$ cat config.mk
export PLATFORM = sky130hd
export DESIGN_NAME = exmem_wb_stage
export DESIGN_NICKNAME = d
export VERILOG_FILES = /design/src/rtl/exmem_wb_stage.sv
export SDC_FILE = /design/constraint.sdc
export NUM_CORES = 1
export LEC_CHECK = 0
export ABC_AREA = 1
export BUFFER_PORTS_ARGS = -buffer_cell sky130_fd_sc_hd__buf_4
export CAP_MARGIN = 15
export CORE_ASPECT_RATIO = 2
export CORE_UTILIZATION = 30
export CTS_BUF_LIST = sky130_fd_sc_hd__clkbuf_16
export DETAILED_ROUTE_END_ITERATION = 10
export MAX_ROUTING_LAYER = met4
export PLACE_DENSITY_LB_ADDON = 0.05
export SLEW_MARGIN = 20
export SYNTH_ARGS = -nofsm -noshare
export SYNTH_HDL_FRONTEND = slang
export SYNTH_SLANG_ARGS = --single-unit
$ cat constraint.sdc
create_clock -name clk -period 1.5 [get_ports clk]
set_input_delay 0.225 -clock clk [delete_from_list [all_inputs] [get_ports clk]]
set_output_delay 0.225 -clock clk [all_outputs]
set_load 0.05 [all_outputs]
$ cat src/rtl/exmem_wb_stage.sv
// EXMEM->WB pipeline register and writeback stage: latches the EXMEM result, drives the
// register-file write port and forwarding bus, registers EXMEM operand-forward flags, counts retires/bubbles.
module exmem_wb_stage #(
  parameter int DW = 64,
  parameter int RW = 5,
  parameter int CW = 32
) (
  input  logic          clk,
  input  logic          reset,
  input  logic [0:DW-1] EXMEM_ALU_out,
  input  logic [0:DW-1] dmem_data_out,
  input  logic [RW-1:0] EXMEM_rD,
  input  logic [2:0]    EXMEM_ppp,
  input  logic          EXMEM_wrEn,
  input  logic          EXMEM_valid,
  input  logic          EXMEM_rD_data_select,
  input  logic          EXMEM_stall,
  input  logic [RW-1:0] ID_rA,
  input  logic [RW-1:0] ID_rB,
  input  logic          ID_advance,
  output logic [0:DW-1] WB_data,
  output logic [RW-1:0] WB_rD,
  output logic [2:0]    WB_ppp,
  output logic          WB_wrEn,
  output logic          WB_valid,
  output logic          EXMEM_forward_rA,
  output logic          EXMEM_forward_rB,
  output logic [CW-1:0] retire_count,
  output logic [CW-1:0] bubble_count
);

  function automatic logic [0:DW-1] wb_select(input logic          sel,
                                              input logic [0:DW-1] alu,
                                              input logic [0:DW-1] mem);
    return sel ? mem : alu;
  endfunction

  // Register 0 is deliberately not special-cased: a match forwards like any other register.
  function automatic logic fwd_match(input logic          wr,
                                     input logic          vld,
                                     input logic [RW-1:0] rd,
                                     input logic [RW-1:0] rs);
    return wr & vld & (rd == rs);
  endfunction

  logic          vld_p0;
  logic          wren_p0;
  logic [0:DW-1] data_p0;
  logic          fwd_a_p0;
  logic          fwd_b_p0;

  logic [0:DW-1] data_p1;
  logic [RW-1:0] rd_p1;
  logic [2:0]    ppp_p1;
  logic          vld_p1;
  logic          wren_p1;
  logic          fwd_a_p1;
  logic          fwd_b_p1;
  logic [CW-1:0] retire_p1;
  logic [CW-1:0] bubble_p1;

  // Stage p0: EXMEM side. A stalled instruction never reaches WB as valid, so the RF is written once.
  always_comb begin
    vld_p0   = EXMEM_valid & ~EXMEM_stall;
    wren_p0  = vld_p0 & EXMEM_wrEn;
    data_p0  = wb_select(EXMEM_rD_data_select, EXMEM_ALU_out, dmem_data_out);
    fwd_a_p0 = ID_advance & fwd_match(EXMEM_wrEn, EXMEM_valid, EXMEM_rD, ID_rA);
    fwd_b_p0 = ID_advance & fwd_match(EXMEM_wrEn, EXMEM_valid, EXMEM_rD, ID_rB);
  end

  // Stage p1: WB register. Data/rD/ppp and the forward flags hold across a stall so the bus stays
  // coherent for the instruction held in EXMEM.
  always_ff @(posedge clk) begin
    if (reset) begin
      data_p1   <= '0;
      rd_p1     <= '0;
      ppp_p1    <= '0;
      vld_p1    <= 1'b0;
      wren_p1   <= 1'b0;
      fwd_a_p1  <= 1'b0;
      fwd_b_p1  <= 1'b0;
      retire_p1 <= '0;
      bubble_p1 <= '0;
    end else begin
      if (!EXMEM_stall) begin
        data_p1  <= data_p0;
        rd_p1    <= EXMEM_rD;
        ppp_p1   <= EXMEM_ppp;
        fwd_a_p1 <= fwd_a_p0;
        fwd_b_p1 <= fwd_b_p0;
      end
      vld_p1  <= vld_p0;
      wren_p1 <= wren_p0;
      // Counters track the WB_valid value being loaded, so they agree with WB_valid in the same cycle.
      if (vld_p0) retire_p1 <= retire_p1 + CW'(1);
      else        bubble_p1 <= bubble_p1 + CW'(1);
    end
  end

  assign WB_data          = data_p1;
  assign WB_rD            = rd_p1;
  assign WB_ppp           = ppp_p1;
  assign WB_wrEn          = wren_p1;
  assign WB_valid         = vld_p1;
  assign EXMEM_forward_rA = fwd_a_p1;
  assign EXMEM_forward_rB = fwd_b_p1;
  assign retire_count     = retire_p1;
  assign bubble_count     = bubble_p1;

endmodule

==> results.sh, run 1 <==
export IMPL_fp_dieW_um=111
export IMPL_synth_edf_count=0
export IMPL_final_core_util=0.458
export IMPL_cap_violations=0
export IMPL_ys_async_sr_fraction=0
export IMPL_grt_max_degree=77
export IMPL_detail_route_wl_per_cell_um=14.9
export IMPL_synthTopCellsByArea="dfxtp_1, nor2_1, mux2_2, nand2_1, o21ai_0"
export IMPL_hpwl_um=18400
export IMPL_synth_cell_type_count=35
export IMPL_cp_max_fo=4
export IMPL_num_rows=79
export IMPL_syn2layout_area_growth_pct=50.2
export IMPL_slowest_delay_ns=0.34
export IMPL_initial_utilization=0.305
export IMPL_grt_pass1_vias=7362
export IMPL_ys_ff_latch=140
export IMPL_clk_pin_slew_ns=0.06
export IMPL_ys_seq_area_frac=0.396
export IMPL_startpoint_type="register"
export IMPL_instances_no_fill=1619
export IMPL_grt_first_pass_wirelength_um=37700
export IMPL_grt_use_total=0.208
export IMPL_hold_class="input port to register"
export IMPL_drv_slew=0
export IMPL_tightest_slew_ns=0.362
export IMPL_slew_headroom=0.758
export IMPL_dieArea_sq_um=24300
export IMPL_worstPathCellList="ha_1 > nand3_2 > nor2_4 > nand3_2 > nor2_4 > nand3_1 > nand2_1 > nor2_1"
export IMPL_final_seq_area_sq_um=2870
export IMPL_cts_tree="yes"
export IMPL_fmax_mhz=710
export IMPL_clock_skew_ns=0.00488
export IMPL_drt_iter0_drc=317
export IMPL_hold_slack_ns=0.0384
export IMPL_clk_path_buf_depth=2
export IMPL_leakage_nw=5.15
export IMPL_outcome="finished clean"
export IMPL_cp_top_family="simple AND/OR/NAND/NOR gates"
export IMPL_yosysWarningCount=0
export IMPL_pin_count=293
export IMPL_cts_sinks=140
export IMPL_dp_cells=1586
export IMPL_synth_ff_type="dfxtp_1"
export IMPL_synth_avg_cell_area_sq_um=7.04
export IMPL_final_cell_area_sq_um=10600
export IMPL_io_buffers=292
export IMPL_htree_levels=4
export IMPL_multi_input_area_sq_um=3810
export IMPL_finalPower_mw=9.39
export IMPL_ir_drop_v=0.000689
export IMPL_critPathBufInv=0
export IMPL_root_buffer="clkbuf_16"
export IMPL_period_share=0.939
export IMPL_drive_above_1_share=0.400
export IMPL_synth_top_area_cell="dfxtp_1"
export IMPL_wl_um=24100
export IMPL_fp_coreArea_sq_um=23200
export IMPL_critical_path_class="register to register"
export IMPL_die_h_um=219
export IMPL_synth_fp_nets=1162
export IMPL_worstPathRequired_ns=1.83
export IMPL_period_minus_slack_ns=1.41
export IMPL_synth_top_area_share=0.396
export IMPL_ant_nets=0
export IMPL_final_setup_viol_count=0
export IMPL_cellPowerDensity_nw_per_um2=882
export IMPL_hold_violations=0
export IMPL_vias=7369
export IMPL_arrival_ns=1.74
export IMPL_num_fill_cells=2372
export IMPL_yosysMostFrequentCell="nor2_1"
export IMPL_gp_congestion=0.851
export IMPL_placed_area_sq_um=9960
export IMPL_crit_slowest_cell="dfxtp_4"
export IMPL_rsz0062_at_grt="true"
export IMPL_antenna_found_initial=0
export IMPL_grt_overflow_total=0
export IMPL_syn_area_sq_um=7080
export IMPL_via_per_inst=4.55
export IMPL_clock_latency_ns=0.44
export IMPL_synthCells=1007
export IMPL_cp_end_kind="register"
export IMPL_nets=1482
export IMPL_synth_common_cells="nor2_1, dfxtp_1, nand2_1"
export IMPL_first_pass_iters=5
export IMPL_cts_buffers=17
export IMPL_drc=0
export IMPL_antennaDiodeCount=0
==> power by group <==
part / leakage [nW] / total (mW) / internal (mW) / switching, mW
combinational: 3.73 / 1.86 / 0.767 / 1.10
clock: 0.246 / 3.57 / 2.00 / 1.57
sequential: 1.17 / 3.96 / 3.88 / 0.0865
total: 5.15 / 9.39 / 6.64 / 2.75
==> registers in the layout, indices dropped and copies added (netlist names) <==
signal and count:
WB_wrEn 1, WB_ppp 3, WB_data 64, WB_rD 5, bubble_count 32, EXMEM_forward_rB 1
EXMEM_forward_rA 1, WB_valid 1, retire_count 32
==> logic make-up (layout without fill, tap and decap cells) <==
logic type,count (synthesis),count (layout),share of synthesized area
DFF,140,140,0.396
xor gates and xnor gates,13,13,0.0161
muxes,64,64,0.102
AOI/OAI and AO/OA,137,137,0.0970
adders and majority gates,2,2,0.00353
buffers and inverters,169,498,0.0933
and+or+nand+nor,482,482,0.293
==> routing by layer <==
| metal | up-vias | wire length [um] | track usage |
|---|---|---|---|
| met3 | 38 | 1280 | 0.0508 |
| li1 | 3812 | - | - |
| met2 | 215 | 13000 | 0.376 |
| met1 | 3304 | 9090 | 0.208 |
| met5 | - | 0 | - |
| met4 | 0 | 720 | 0.0987 |
==> final timing paths <==
check                   start               end  slack, ns  cells after the start
max           retire_count[0]  retire_count[28]       0.09                      8
min                     reset           WB_wrEn       0.04                      2
min reg2reg  bubble_count[11]  bubble_count[11]       0.46                      1
max reg2reg   retire_count[0]  retire_count[28]       0.09                      8
==> cell type report <==
cell class,instances,share of cell area
Timing Repair Buffer,339,0.248
Multi-Input combinational cell,698,0.358
Clock inverter,11,0.00411
Inverter,131,0.0466
Sequential cell,140,0.270
Clock buffer,17,0.0400
Tap cell,283,0.0333
==> through the flow <==
step	setup slack (ns)	TNS, ns
finish	0.0918	0
global route	-0.0149	-0.0329
CTS	0.0364	0
detailed placement	0.0452	0
global placement	0.0658	0
floorplan	-0.00334	-0.00334
==> worst reg2reg max path: cells and delay by family (launching register included) <==
| family | cells | cell delay, ns |
|---|---|---|
| simple gates | 7 | 0.78 |
| flops | 1 | 0.34 |
| fa+ha+maj | 1 | 0.18 |
==> layout by cell type, fill, tap and decap left out, types with 2 or more instances in the layout <==
cell and instances:
inv_2 3, o21ai_1 4, nand3_1 25, clkinv_1 6, dfxtp_1 93, clkinv_2 3
nor3_1 15, clkbuf_16 17, xor2_1 10, nand2_4 2, nand4_1 9, a21oi_1 37
inv_1 129, xnor2_1 3, nand2_1 128, dfxtp_4 5, nand3b_1 2, nor2_4 15
nor2_2 15, nor3_4 2, buf_12 7, mux2_2 64, nor3_2 7, nand3_2 4
dlygate4sd3_1 3, nand2_2 12, o21ai_0 95, nor2_1 239, buf_4 328, dfxtp_2 42
==> timing repair <==
action,CTS,global route
buffers inserted,0,2
setup endpoints to repair,0,29
hold buffers,3,0
hold endpoints to repair,3,0
resized for setup,0,45
(Power assumes the default switching activity.)
==> run 2: changes to the inputs <==
- PLACE_DENSITY_LB_ADDON: 0.05 -> default
==> run 2 against run 1 <==
  * Combinational power barely moved
  * Sequential cell count did not move
  * Total power rose by 2.8%
  * Sequential share of layout area rose by 0.10 points
  * Core utilization fell by 0.13 points
  * Clock power rose by 7.6%
  * First-iteration DRC count rose by 18%
  * Die area did not move
  * Sequential power barely moved
  * Critical path depth did not move
  * Fmax fell by 0.73%
==> results.sh, run 2 (synthesis results as in run 1) <==
export IMPL_antenna_found_initial=0
export IMPL_final_setup_viol_count=0
export IMPL_clk_path_buf_depth=2
export IMPL_rsz0062_at_grt="true"
export IMPL_grt_first_pass_wirelength_um=36400
export IMPL_die_h_um=219
export IMPL_outcome="finished clean"
export IMPL_htree_levels=4
export IMPL_root_buffer="clkbuf_16"
export IMPL_hold_class="input port to register"
export IMPL_first_pass_iters=4
export IMPL_cts_buffers=17
export IMPL_num_fill_cells=2365
export IMPL_fmax_mhz=705
export IMPL_via_per_inst=4.59
export IMPL_gp_congestion=0.861
export IMPL_largest_reg_flops=64
export IMPL_period_minus_slack_ns=1.42
export IMPL_drt_iter0_drc=373
export IMPL_antennaDiodeCount=0
export IMPL_arrival_ns=1.75
export IMPL_syn2layout_area_growth_pct=49.8
export IMPL_wl_um=24000
export IMPL_leakage_nw=5.11
export IMPL_fp_dieW_um=111
export IMPL_pin_count=293
export IMPL_tightest_slew_ns=0.394
export IMPL_final_seq_area_sq_um=2880
export IMPL_fp_coreArea_sq_um=23200
export IMPL_grt_max_degree=77
export IMPL_multi_input_area_sq_um=3780
export IMPL_nets=1480
export IMPL_period_share=0.946
export IMPL_cap_violations=0
export IMPL_cellPowerDensity_nw_per_um2=910
export IMPL_clock_latency_ns=0.44
export IMPL_ant_nets=0
export IMPL_dieArea_sq_um=24300
export IMPL_worstPathCellList="ha_4 > nand3_4 > buf_6 > nand3b_1 > nor2_2 > nand3_2 > nor2_1 > nor2_1"
export IMPL_tns_ns=0
export IMPL_drive_above_1_share=0.399
export IMPL_instances_no_fill=1619
export IMPL_mostFrequentLayoutCell="buf_4"
export IMPL_initial_utilization=0.305
export IMPL_vias=7438
export IMPL_grt_pass1_vias=7158
export IMPL_cp_end_kind="register"
export IMPL_finalPower_mw=9.66
export IMPL_hpwl_um=18500
export IMPL_dp_cells=1585
export IMPL_cp_common_cell="nor2_1"
export IMPL_worstPathRequired_ns=1.83
export IMPL_drv_slew=0
export IMPL_num_rows=79
export IMPL_startpoint_type="register"
export IMPL_most_common_layout_cells="buf_4, nor2_1, nand2_1, inv_1, o21ai_0"
export IMPL_critical_path_class="register to register"
export IMPL_hold_violations=0
export IMPL_io_buffers=292
export IMPL_cp_top_family="simple AND/OR/NAND/NOR gates"
export IMPL_slowest_delay_ns=0.36
export IMPL_grt_overflow_total=0
export IMPL_slew_headroom=0.735
export IMPL_crit_slowest_cell="dfxtp_4"
export IMPL_grt_use_total=0.201
export IMPL_cts_tree="yes"
export IMPL_clk_pin_slew_ns=0.06
export IMPL_critPathBufInv=1
export IMPL_cts_sinks=140
export IMPL_ir_drop_v=0.000779
export IMPL_hold_slack_ns=0.0306
export IMPL_final_core_util=0.457
export IMPL_cp_max_fo=3
export IMPL_clock_skew_ns=0.00400
export IMPL_detail_route_wl_per_cell_um=14.8
export IMPL_drc=0
## run 2: changes by cell type in the layout (fill, tap and decap cells not counted), moves of 2 or more
| cell | previous run | this run |
|---|---|---|
| clkinv_1 | 6 | 2 |
| nor3_1 | 15 | 19 |
| buf_12 | 7 | 4 |
| clkinv_2 | 3 | 6 |
| buf_4 | 328 | 330 |
| clkinvlp_4 | 0 | 2 |
| nand2_1 | 128 | 130 |
| nand2_2 | 12 | 10 |
| nor2_1 | 239 | 241 |
| nor3_2 | 7 | 5 |
| nor3_4 | 2 | 0 |
## run 2: what timing repair did
action	4_1_cts	5_1_grt
setup buffers	0	2
endpoints found under the hold margin	2	0
gates resized for setup	0	38
setup endpoints to repair	0	30
hold buffers	2	0
## run 2: worst register-to-register path: stages (launching register included)
cell and delay, ns:
dfxtp_4 0.36, ha_4 0.15, nand3_4 0.09, buf_6 0.12
nand3b_1 0.18, nor2_2 0.18, nand3_2 0.08, nor2_1 0.10
nor2_1 0.05
## run 2: power breakdown
| group | internal, mW | switching, mW | leakage, nW | total (mW) |
|---|---|---|---|---|
| combinational | 0.760 | 1.09 | 3.68 | 1.85 |
| clock | 2.20 | 1.64 | 0.263 | 3.84 |
| sequential | 3.87 | 0.0913 | 1.17 | 3.96 |
## run 2: per-stage QoR
stage	setup slack (ns)	area, sq um
after floorplan	-0.00334	7180
after global placement	0.0449	9910
after detailed placement	0.0324	9910
after CTS	0.0128	10400
after global routing	-0.0272	10600
final	0.0814	10600
## run 2: path summary, 6_finish.rpt
check	startpoint	endpoint	slack, ns	depth (start not counted)
hold / removal	EXMEM_ppp[0]	WB_ppp[0]	0.03	3
setup / recovery	bubble_count[0]	bubble_count[24]	0.08	8
hold reg to reg	EXMEM_forward_rB	EXMEM_forward_rB	0.46	2
setup reg to reg	bubble_count[0]	bubble_count[24]	0.08	8
## run 2: area by class of cell
type / count / area share
Clock inverter: 13 / 0.00837
Sequential cell: 140 / 0.271
Multi-Input combinational cell: 698 / 0.357
Timing Repair Buffer: 337 / 0.244
Tap cell: 283 / 0.0334
Clock buffer: 17 / 0.0401
Inverter: 131 / 0.0467
## run 2: per-layer routing
layer,share of wire,track usage
met2,0.56,0.376
met1,0.37,0.195
met4,0.028,0.0907
met3,0.042,0.0447
met5,0,-
